--- src/rtl/mem_wb_stage_pkg.sv ---
// Shared definitions for the MEM/WB stage: default widths, load-size encodings
// and the WB-slot state encoding.
package mem_wb_stage_pkg;

    localparam int DATA_W_DEF     = 32;
    localparam int REG_ADDR_W_DEF = 5;
    localparam int CP0_ADDR_W_DEF = 8;
    localparam int WAIT_LIMIT_DEF = 255;

    localparam logic [3:0] MEM_SEL_BYTE = 4'b0001;
    localparam logic [3:0] MEM_SEL_HALF = 4'b0011;
    localparam logic [3:0] MEM_SEL_WORD = 4'b1111;

    typedef enum logic [1:0] {
        ST_IDLE  = 2'd0,
        ST_WAIT  = 2'd1,
        ST_DONE  = 2'd2,
        ST_DRAIN = 2'd3
    } wb_state_e;

endpackage

--- src/rtl/mem_wb_stage_load_align.sv ---
// Extracts the addressed byte/half/word from a word-aligned read and
// sign- or zero-extends it to DATA_W bits.
module load_align
    import mem_wb_stage_pkg::*;
#(
    parameter int DATA_W = DATA_W_DEF
) (
    input  logic [DATA_W-1:0] rdata,
    input  logic [1:0]        addr,
    input  logic [3:0]        sel,
    input  logic              sext,
    output logic [DATA_W-1:0] data
);

    logic [7:0]  lane_b;
    logic [15:0] lane_h;

    always_comb begin
        lane_b = rdata[{addr, 3'b000} +: 8];
        lane_h = rdata[{addr[1], 4'b0000} +: 16];
        data   = '0;
        case (sel)
            MEM_SEL_BYTE: data = sext ? {{(DATA_W-8){lane_b[7]}}, lane_b}
                                      : {{(DATA_W-8){1'b0}}, lane_b};
            MEM_SEL_HALF: data = sext ? {{(DATA_W-16){lane_h[15]}}, lane_h}
                                      : {{(DATA_W-16){1'b0}}, lane_h};
            MEM_SEL_WORD: data = rdata;
            default:      data = '0;
        endcase
    end

endmodule

--- src/rtl/mem_wb_stage.sv ---
// WB slot: registers MEM results, waits for load data, and drives the GPR,
// HI/LO and CP0 write ports. Stalls the pipeline while a read is outstanding.
module mem_wb_stage
    import mem_wb_stage_pkg::*;
#(
    parameter int DATA_W     = DATA_W_DEF,
    parameter int REG_ADDR_W = REG_ADDR_W_DEF,
    parameter int CP0_ADDR_W = CP0_ADDR_W_DEF,
    parameter int WAIT_LIMIT = WAIT_LIMIT_DEF
) (
    input  logic                  clk,
    input  logic                  rst,
    input  logic                  flush,
    input  logic                  stall_in,
    output logic                  stall_req,
    input  logic                  mem_read_in,
    input  logic                  mem_sext_in,
    input  logic [3:0]            mem_sel_in,
    input  logic [DATA_W-1:0]     result_in,
    input  logic                  wr_en_in,
    input  logic [REG_ADDR_W-1:0] wr_addr_in,
    input  logic                  hilo_en_in,
    input  logic [DATA_W-1:0]     hi_in,
    input  logic [DATA_W-1:0]     lo_in,
    input  logic                  cp0_en_in,
    input  logic [CP0_ADDR_W-1:0] cp0_addr_in,
    input  logic [DATA_W-1:0]     cp0_data_in,
    input  logic                  exc_null_in,
    input  logic [DATA_W-1:0]     ram_rdata,
    input  logic                  ram_rvalid,
    output logic                  reg_wr_en,
    output logic [REG_ADDR_W-1:0] reg_wr_addr,
    output logic [DATA_W-1:0]     reg_wr_data,
    output logic                  hilo_wr_en,
    output logic [DATA_W-1:0]     hi_out,
    output logic [DATA_W-1:0]     lo_out,
    output logic                  cp0_wr_en,
    output logic [CP0_ADDR_W-1:0] cp0_wr_addr,
    output logic [DATA_W-1:0]     cp0_wr_data,
    output logic                  bus_timeout,
    output wb_state_e             dbg_state
);

    localparam int              CNT_W   = $clog2(WAIT_LIMIT + 1);
    localparam logic [CNT_W-1:0] CNT_MAX = CNT_W'(WAIT_LIMIT);

    // Handshake: the slot accepts a new instruction only on a cycle with
    // !flush && !stall_in && !stall_req; otherwise MEM must hold its outputs.
    logic                  s_load, s_sext;
    logic [3:0]            s_sel;
    logic [DATA_W-1:0]     s_result;
    logic                  s_wr_en;
    logic [REG_ADDR_W-1:0] s_wr_addr;
    logic                  s_hilo_en;
    logic [DATA_W-1:0]     s_hi, s_lo;
    logic                  s_cp0_en;
    logic [CP0_ADDR_W-1:0] s_cp0_addr;
    logic [DATA_W-1:0]     s_cp0_data;

    wb_state_e         state, state_nx;
    logic [CNT_W-1:0]  cnt, cnt_nx;
    logic [DATA_W-1:0] ld_data, ld_data_nx;
    logic              timeout_nx;
    logic [DATA_W-1:0] aligned;
    logic              capture, new_load;

    assign stall_req = (state == ST_WAIT) || (state == ST_DRAIN);
    assign capture   = !flush && !stall_in && !stall_req;
    assign new_load  = mem_read_in && exc_null_in;

    load_align #(.DATA_W(DATA_W)) u_align (
        .rdata (ram_rdata),
        .addr  (s_result[1:0]),
        .sel   (s_sel),
        .sext  (s_sext),
        .data  (aligned)
    );

    always_comb begin
        state_nx   = state;
        cnt_nx     = cnt;
        ld_data_nx = ld_data;
        timeout_nx = 1'b0;
        case (state)
            ST_IDLE: begin
                if (capture && new_load) begin
                    state_nx = ST_WAIT;
                    cnt_nx   = '0;
                end
            end
            ST_WAIT: begin
                // A read returning alongside the flush leaves nothing to drain.
                if (flush) begin
                    state_nx = ram_rvalid ? ST_IDLE : ST_DRAIN;
                end else if (ram_rvalid) begin
                    ld_data_nx = aligned;
                    state_nx   = ST_DONE;
                end else if (cnt == CNT_MAX) begin
                    ld_data_nx = '0;
                    timeout_nx = 1'b1;
                    state_nx   = ST_DONE;
                end else begin
                    cnt_nx = cnt + CNT_W'(1);
                end
            end
            ST_DONE: begin
                if (flush) begin
                    state_nx = ST_IDLE;
                end else if (capture) begin
                    state_nx = new_load ? ST_WAIT : ST_IDLE;
                    cnt_nx   = '0;
                end
            end
            ST_DRAIN: begin
                if (flush || ram_rvalid || cnt == CNT_MAX) begin
                    state_nx = ST_IDLE;
                end else begin
                    cnt_nx = cnt + CNT_W'(1);
                end
            end
            default: state_nx = ST_IDLE;
        endcase
    end

    always_ff @(posedge clk or negedge rst) begin
        if (!rst) begin
            state       <= ST_IDLE;
            cnt         <= '0;
            ld_data     <= '0;
            bus_timeout <= 1'b0;
        end else begin
            state       <= state_nx;
            cnt         <= cnt_nx;
            ld_data     <= ld_data_nx;
            bus_timeout <= timeout_nx;
        end
    end

    always_ff @(posedge clk or negedge rst) begin
        if (!rst) begin
            s_load     <= 1'b0;
            s_sext     <= 1'b0;
            s_sel      <= '0;
            s_result   <= '0;
            s_wr_en    <= 1'b0;
            s_wr_addr  <= '0;
            s_hilo_en  <= 1'b0;
            s_hi       <= '0;
            s_lo       <= '0;
            s_cp0_en   <= 1'b0;
            s_cp0_addr <= '0;
            s_cp0_data <= '0;
        end else if (flush) begin
            s_load    <= 1'b0;
            s_wr_en   <= 1'b0;
            s_hilo_en <= 1'b0;
            s_cp0_en  <= 1'b0;
        end else if (capture) begin
            // An excepting instruction is kept as a bubble with no side effects.
            s_load     <= new_load;
            s_sext     <= mem_sext_in;
            s_sel      <= mem_sel_in;
            s_result   <= result_in;
            s_wr_en    <= wr_en_in && exc_null_in;
            s_wr_addr  <= wr_addr_in;
            s_hilo_en  <= hilo_en_in && exc_null_in;
            s_hi       <= hi_in;
            s_lo       <= lo_in;
            s_cp0_en   <= cp0_en_in && exc_null_in;
            s_cp0_addr <= cp0_addr_in;
            s_cp0_data <= cp0_data_in;
        end
    end

    assign reg_wr_en   = s_wr_en && (!s_load || state == ST_DONE);
    assign reg_wr_addr = s_wr_addr;
    assign reg_wr_data = s_load ? ld_data : s_result;
    assign hilo_wr_en  = s_hilo_en;
    assign hi_out      = s_hi;
    assign lo_out      = s_lo;
    assign cp0_wr_en   = s_cp0_en;
    assign cp0_wr_addr = s_cp0_addr;
    assign cp0_wr_data = s_cp0_data;
    assign dbg_state   = state;

endmodule

--- config.mk ---
export PLATFORM = sky130hd
export DESIGN_NAME = mem_wb_stage
export DESIGN_NICKNAME = d
export VERILOG_FILES = /design/src/rtl/mem_wb_stage_pkg.sv /design/src/rtl/mem_wb_stage_load_align.sv /design/src/rtl/mem_wb_stage.sv
export SDC_FILE = /design/constraint.sdc
export NUM_CORES = 1
export LEC_CHECK = 0
export ABC_AREA = 1
export BUFFER_PORTS_ARGS = -buffer_cell sky130_fd_sc_hd__buf_2
export CAP_MARGIN = 10
export CORE_MARGIN = 2
export CORE_UTILIZATION = 53
export CTS_CLUSTER_DIAMETER = 150
export CTS_CLUSTER_SIZE = 16
export DETAILED_ROUTE_END_ITERATION = 8
export PLACE_DENSITY = 0.85
export SLEW_MARGIN = 5
export SYNTH_ARGS = -nofsm -noshare
export SYNTH_HDL_FRONTEND = slang
export SYNTH_SLANG_ARGS = --single-unit
export TNS_END_PERCENT = 30
--- constraint.sdc ---
create_clock -name clk -period 2.9 [get_ports clk]
set_clock_uncertainty 0.15 [all_clocks]
set_input_delay 0.725 -clock clk [delete_from_list [all_inputs] [get_ports clk]]
set_output_delay 0.725 -clock clk [all_outputs]
set_load 0.02 [all_outputs]
==> impl_metrics.env, run 1 <==
export IMPL_worst_setup_path_startpoint="s_result[1]$_DFFE_PN0P_"
export IMPL_rrSetupSlack_ps=730
export IMPL_power_per_cell_area_nw_per_um2=1030
export IMPL_crit_family="flip-flops"
export IMPL_synthMuxAreaShare_pct=0
export IMPL_post_cts_resized_instances=0
export IMPL_top_level_ports=336
export IMPL_leakage_nw=6.78
export IMPL_fmax_mhz=369
export IMPL_initial_utilization_pct=53.8
export IMPL_port_buffers=335
export IMPL_finalHoldWorstSlack_ps=107
export IMPL_grt_overflow_total=0
export IMPL_cp_slowest_stage_delay_ps=680
export IMPL_routed_via_count=8471
export IMPL_cp_num_buf_inv=2
export IMPL_grt_first_pass_wirelength_um=38800
export IMPL_max_slew_worst_pin_slew_ps=705
export IMPL_post_route_cells_drive_above_1_share_pct=27.0
export IMPL_postRouteAntennaNets=0
export IMPL_max_cap_viol_count=0
export IMPL_first_global_vias=8005
export IMPL_r2r_end="ld_data[8]$_DFFE_PN0P_"
export IMPL_filler_cells=1351
export IMPL_place_worst_setup_slack_ps=715
export IMPL_synth_compound_area_share_pct=2.98
export IMPL_floorplan_rows=47
export IMPL_syn_cell_area_um2=8820
export IMPL_synthesis_instances=1168
export IMPL_drt_initial_drc_count=575
export IMPL_critical_path_stages=3
export IMPL_critical_path_arrival_ps=1840
export IMPL_syn_mean_instance_area_um2=7.55
export IMPL_fp_coreArea_um2=16400
export IMPL_dp_final_hpwl_um=17300
export IMPL_area_growth_syn_to_layout_pct=27.1
export IMPL_final_cell_mix="sky130_fd_sc_hd__nand2_1, sky130_fd_sc_hd__buf_2, sky130_fd_sc_hd__dfrtp_1"
export IMPL_worstHoldPathType="in -> async"
export IMPL_drc=0
export IMPL_number_of_antenna_violations_at_the_first_check_in_global_routing=3
export IMPL_finalSetupViolCount=0
export IMPL_routed_wire_length_per_instance_um=14.3
export IMPL_cp_max_fo=20
export IMPL_synth_top_family_by_area="simple AND/OR/NAND/NOR gates"
export IMPL_rsz0062_at_grt="false"
export IMPL_clk_root_buffer_cell="sky130_fd_sc_hd__clkbuf_16"
export IMPL_critical_path_slowest_cell="sky130_fd_sc_hd__dfrtp_1"
export IMPL_worst_ep_required_time_ps=2030
export IMPL_yosysSeqAreaShare_pct=54.8
export IMPL_htree_levels=4
export IMPL_yosys_area_share_simple_pct=36.9
export IMPL_endpoint_kind="output pin"
export IMPL_period_minus_slack_ps=2710
export IMPL_drt_vias_per_instance=4.94
export IMPL_globalplace_congestion=0.867
export IMPL_critPathKind="reg -> out"
export IMPL_cts_tree="built"
export IMPL_clk_latency_ps=430
export IMPL_floorplan_die_width_um=133
export IMPL_final_max_slew_violation_count=0
export IMPL_synth_area_in_adders_pct=0.142
export IMPL_total_wirelength_um=24500
export IMPL_timing_max_slew_rel_slack_pct=53.0
export IMPL_worst_slack_ps=189
export IMPL_cts_hold_buffers=0
export IMPL_startpoint_type="flip-flop"
export IMPL_clkTransAtPathRegs_ps=80
export IMPL_grt_start_max_net_pins=145
export IMPL_synth_net_count=1357
export IMPL_max_vdd_ir_drop_v=0.000631
export IMPL_grt_usage_pct=27.6
export IMPL_cts_buffer_depth=2
export IMPL_cts_setup_buffers=0
export IMPL_fp_dieArea_um2=17700
export IMPL_synth_warnings=0
export IMPL_total_cts_buffers=17
export IMPL_r2r_start="s_result[1]$_DFFE_PN0P_"
export IMPL_timing_final_crit_share_pct=93.5
export IMPL_timing_final_hold_violations=0
export IMPL_length_in_cells_of_the_worst_reg_to_reg_path=7
export IMPL_synth_xor_area_share_pct=0
export IMPL_final_common_cell="sky130_fd_sc_hd__nand2_1"
export IMPL_postSynthRegisterBits=193
export IMPL_status="finished clean"
export IMPL_numClockSinks=193
export IMPL_critical_path_cell_chain="inv_2 > o21ai_0 > buf_2"
export IMPL_final_nets=1667
export IMPL_fin_tns_setup_ps=0
export IMPL_die_height_um=133
export IMPL_crit_path_end="reg_wr_data[1]"
export IMPL_drt_pre_antenna_iters=5
export IMPL_synth_lib_cells_used_distinct=30
==> layout make-up <==
class,instances,area (um2),share of cell area [%]
Antenna cell,3,7.51,0.0669
Clock buffer,19,443,3.95
Timing Repair Buffer,345,1820,16.3
Clock inverter,13,143,1.27
Tap cell,220,275,2.45
Sequential cell,193,4830,43.1
Inverter,40,155,1.38
Multi-Input combinational cell,881,3540,31.6
==> synth_stat cells <==
master / number / area, um2
sky130_fd_sc_hd__inv_1: 33 / 124
sky130_fd_sc_hd__o211ai_1: 7 / 52.6
sky130_fd_sc_hd__nand4_1: 1 / 6.26
sky130_fd_sc_hd__nand3_2: 1 / 10.0
sky130_fd_sc_hd__inv_4: 1 / 6.26
sky130_fd_sc_hd__nor2_4: 1 / 11.3
sky130_fd_sc_hd__nor4_1: 1 / 6.26
sky130_fd_sc_hd__inv_2: 6 / 22.5
sky130_fd_sc_hd__nor3_4: 1 / 16.3
sky130_fd_sc_hd__buf_6: 5 / 56.3
sky130_fd_sc_hd__dfrtp_1: 193 / 4830
sky130_fd_sc_hd__nand3_4: 1 / 17.5
sky130_fd_sc_hd__nand3_1: 22 / 110
sky130_fd_sc_hd__ha_1: 1 / 12.5
sky130_fd_sc_hd__nand4_2: 1 / 12.5
sky130_fd_sc_hd__buf_4: 10 / 75.1
sky130_fd_sc_hd__nor2_2: 4 / 25.0
sky130_fd_sc_hd__nand2_2: 7 / 43.8
sky130_fd_sc_hd__nor2_1: 60 / 225
sky130_fd_sc_hd__a21oi_1: 14 / 70.1
sky130_fd_sc_hd__or2_2: 1 / 6.26
sky130_fd_sc_hd__nor2_8: 1 / 20.0
sky130_fd_sc_hd__nand2_4: 1 / 11.3
sky130_fd_sc_hd__buf_2: 22 / 110
sky130_fd_sc_hd__o21ai_1: 3 / 15.0
sky130_fd_sc_hd__o21ai_0: 25 / 125
sky130_fd_sc_hd__buf_1: 1 / 3.75
sky130_fd_sc_hd__nor3_1: 3 / 15.0
sky130_fd_sc_hd__clkbuf_1: 16 / 60.1
sky130_fd_sc_hd__nand2_1: 725 / 2720
==> power breakdown <==
group,switching [W],internal [W]
sequential,0.000671,0.00375
combinational,0.00322,0.00155
clock,0.00111,0.00125
==> sequential cells by signal (all words and copies together), names as in the netlist, 2 cells and up <==
name	count
ld_data	32
s_sel	4
hi_out	32
cp0_wr_data	32
dbg_state	2
reg_wr_addr	5
lo_out	32
cp0_wr_addr	8
cnt	8
s_result	32
==> metal layers <==
layer  vias to the layer above  wire length, um  part of all wire (%)  track usage, %
met1                      3900            10300                    42            36.5
met2                       335            11900                    48            44.9
met5                         -                0                     0               0
met4                         0              793                   3.2            10.3
li1                       4167                -                     -               -
met3                        69             1530                   6.2            5.86
==> through the flow <==
step	total power [W]	instance area [um2]	instances	util, %
CTS	0.0116	11200	1711	68.3
global placement	0.00903	10600	1679	64.7
global route	0.0123	11200	1714	68.4
detailed placement	0.00920	10600	1679	64.7
floorplan	0.00749	8820	1168	-
finish	0.0115	11200	1714	68.4
==> worst register-to-register path, stage by stage, from the launching register on <==
cell                      delay (ps)
sky130_fd_sc_hd__dfrtp_1         570
sky130_fd_sc_hd__inv_2           310
sky130_fd_sc_hd__nand2_1         110
sky130_fd_sc_hd__nand3_1         130
sky130_fd_sc_hd__nand4_2         470
sky130_fd_sc_hd__nand2_1         230
sky130_fd_sc_hd__nand2_1          70
sky130_fd_sc_hd__nand2_1          60
==> how the worst min path moves through the flow <==
| stage | endpoint | slack, ps | depth (start not counted) | startpoint |
|---|---|---|---|---|
| finish | cp0_wr_data[26]$_DFFE_PN0P_ | 110 | 1 | rst |
| global route | cp0_wr_data[15]$_DFFE_PN0P_ | 130 | 1 | rst |
| CTS | cp0_wr_data[26]$_DFFE_PN0P_ | 110 | 1 | rst |
| detailed placement | lo_out[20]$_DFFE_PN0P_ | 310 | 2 | lo_out[20]$_DFFE_PN0P_ |
| global placement | hi_out[30]$_DFFE_PN0P_ | 310 | 2 | hi_out[30]$_DFFE_PN0P_ |
| floorplan | bus_timeout$_DFF_PN0_ | 280 | 0 | rst |
==> cells by family (layout without fill, tap and decap cells) <==
group / count (synthesis) / after routing
adders and majority gates: 1 / 1
and+or+nand+nor: 831 / 831
buffers and inverters: 94 / 417
other: 0 / 3
AOI/OAI and AO/OA: 49 / 49
DFF: 193 / 193
(Power assumes the default switching activity.)
==> inputs of run 2 (changes only) <==
==> constraint.sdc (replaced) <==
create_clock -name clk -period 2.9 [get_ports clk]
set_clock_uncertainty 0.15 [all_clocks]
set_input_delay 0.145 -clock clk [delete_from_list [all_inputs] [get_ports clk]]
set_output_delay 0.145 -clock clk [all_outputs]
set_load 0.02 [all_outputs]
==> run 2 against run 1 <==
Sequential power up 2%. Core utilization up 10 points. Total power up 3.5%. Clock power about the same. Die area unchanged. Worst hold slack worse by 73 ps. Critical endpoint is now cp0_wr_en$_DFFE_PN0P_. Highest routed layer unchanged.
==> impl_metrics.env, run 2 (synthesized netlist as in run 1, its figures left out) <==
export IMPL_startpoint_type="flip-flop"
export IMPL_htree_levels=4
export IMPL_leakage_nw=7.47
export IMPL_place_worst_setup_slack_ps=769
export IMPL_final_cell_mix="sky130_fd_sc_hd__nand2_1, sky130_fd_sc_hd__buf_2, sky130_fd_sc_hd__dfrtp_1"
export IMPL_drt_pre_antenna_iters=7
export IMPL_total_cts_buffers=17
export IMPL_timing_final_crit_share_pct=86.3
export IMPL_crit_path_end="cp0_wr_en$_DFFE_PN0P_"
export IMPL_timing_max_slew_rel_slack_pct=56.6
export IMPL_finalSetupViolCount=0
export IMPL_die_height_um=133
export IMPL_final_common_cell="sky130_fd_sc_hd__nand2_1"
export IMPL_post_route_cells_drive_above_1_share_pct=24.1
export IMPL_routed_wire_length_per_instance_um=16.3
export IMPL_worst_setup_path_startpoint="dbg_state[0]$_DFFE_PN0P_"
export IMPL_max_slew_worst_pin_slew_ps=651
export IMPL_status="finished clean"
export IMPL_area_growth_syn_to_layout_pct=46.2
export IMPL_hold_path_startpoint="ram_rdata[21]"
export IMPL_cts_buffer_depth=2
export IMPL_timing_final_hold_violations=0
export IMPL_worst_ep_required_time_ps=3110
export IMPL_fp_coreArea_um2=16400
export IMPL_grt_overflow_total=0
export IMPL_fp_dieArea_um2=17700
export IMPL_fin_tns_setup_ps=0
export IMPL_globalplace_congestion=0.884
export IMPL_port_buffers=335
export IMPL_drc=0
export IMPL_max_vdd_ir_drop_v=0.000645
export IMPL_worstHoldPathType="in -> reg"
export IMPL_drt_initial_drc_count=904
export IMPL_cts_setup_buffers=0
export IMPL_top_level_ports=336
export IMPL_clk_root_buffer_cell="sky130_fd_sc_hd__clkbuf_16"
export IMPL_power_per_cell_area_nw_per_um2=927
export IMPL_r2r_start="dbg_state[0]$_DFFE_PN0P_"
export IMPL_final_max_slew_violation_count=0
export IMPL_first_global_vias=9863
export IMPL_total_wirelength_um=30700
export IMPL_filler_cells=971
export IMPL_dp_final_hpwl_um=17100
export IMPL_postRouteAntennaNets=0
export IMPL_critPathKind="reg -> reg"
export IMPL_cp_max_fo=61
export IMPL_numClockSinks=193
export IMPL_fmax_mhz=400
export IMPL_grt_start_max_net_pins=145
export IMPL_number_of_antenna_violations_at_the_first_check_in_global_routing=4
export IMPL_drt_vias_per_instance=5.19
export IMPL_clkTransAtPathRegs_ps=80
export IMPL_routed_via_count=9796
export IMPL_finalHoldWorstSlack_ps=33.9
export IMPL_cts_tree="built"
export IMPL_r2r_end="cp0_wr_en$_DFFE_PN0P_"
export IMPL_floorplan_die_width_um=133
export IMPL_worst_slack_ps=397
export IMPL_length_in_cells_of_the_worst_reg_to_reg_path=7
export IMPL_clk_latency_ps=430
export IMPL_rsz0062_at_grt="false"
export IMPL_grt_first_pass_wirelength_um=49400
export IMPL_final_nets=1839
export IMPL_period_minus_slack_ps=2500
export IMPL_floorplan_rows=47
export IMPL_max_cap_viol_count=0
export IMPL_grt_usage_pct=35.3
export IMPL_endpoint_kind="flip-flop"
export IMPL_critical_path_arrival_ps=2710
export IMPL_rrSetupSlack_ps=400
export IMPL_initial_utilization_pct=53.8
[run 2: area by class of cell]
cell class	count	area (um2)	share of cell area [%]
sequential	193	4830	37.4
multi-input combinational	881	3540	27.4
timing repair buffer	517	3520	27.3
clock buffer	18	439	3.40
tap	220	275	2.13
inverter	40	155	1.20
clock inverter	13	126	0.980
antenna	4	10.0	0.0776
[run 2: worst min path at each step]
stage                                       end  depth (start not counted)  slack [ps]
CTS                          s_load$_DFFE_PN0P_                          5           6
finish                  ld_data[21]$_DFFE_PN0P_                          7          30
floorplan                 bus_timeout$_DFF_PN0_                          0        -300
global placement    cp0_wr_data[26]$_DFFE_PN0P_                          1          40
global route            ld_data[23]$_DFFE_PN0P_                          7          80
detailed placement  cp0_wr_data[24]$_DFFE_PN0P_                          1          50
[run 2: power breakdown]
part | total [W] | internal [W] | switching, W
clock network | 0.00232 | 0.00122 | 0.00110
registers | 0.00450 | 0.00375 | 0.000749
logic | 0.00513 | 0.00170 | 0.00344
total | 0.0120 | 0.00667 | 0.00528
[run 2: through the flow]
stage	power (W)	utilization (%)	std cells	cell area (um2)
after floorplan	0.00749	-	1168	8820
after global placement	0.00903	64.5	1677	10600
after detailed placement	0.00919	64.5	1677	10600
after CTS	0.0117	78.6	1882	12900
after global routing	0.0126	78.6	1886	12900
final	0.0120	78.6	1886	12900
[run 2: repair_timing]
action / 4_1_cts / 5_1_grt
endpoints found under the setup margin: 0 / 0
endpoints found under the hold margin: 239 / 0
hold buffers: 174 / 0
gates resized for setup: 0 / 0
[run 2: critical path: stages (launching register included)]
cell                            delay [ps]
sky130_fd_sc_hd__dfrtp_1               540
sky130_fd_sc_hd__inv_4                 190
sky130_fd_sc_hd__nand2_4                90
sky130_fd_sc_hd__inv_4                  80
sky130_fd_sc_hd__buf_4                 510
sky130_fd_sc_hd__nand3_1               150
sky130_fd_sc_hd__dlygate4sd3_1         600
sky130_fd_sc_hd__nand2_1               110
[run 2: per-layer routing]
| metal | GRT usage [%] | vias up | wire, um |
|---|---|---|---|
| met5 | 0 | - | 0 |
| met4 | 21.0 | 0 | 1750 |
| met3 | 7.51 | 141 | 2430 |
| met2 | 58.2 | 559 | 14900 |
| met1 | 43.0 | 4591 | 11700 |
| li1 | - | 4505 | - |
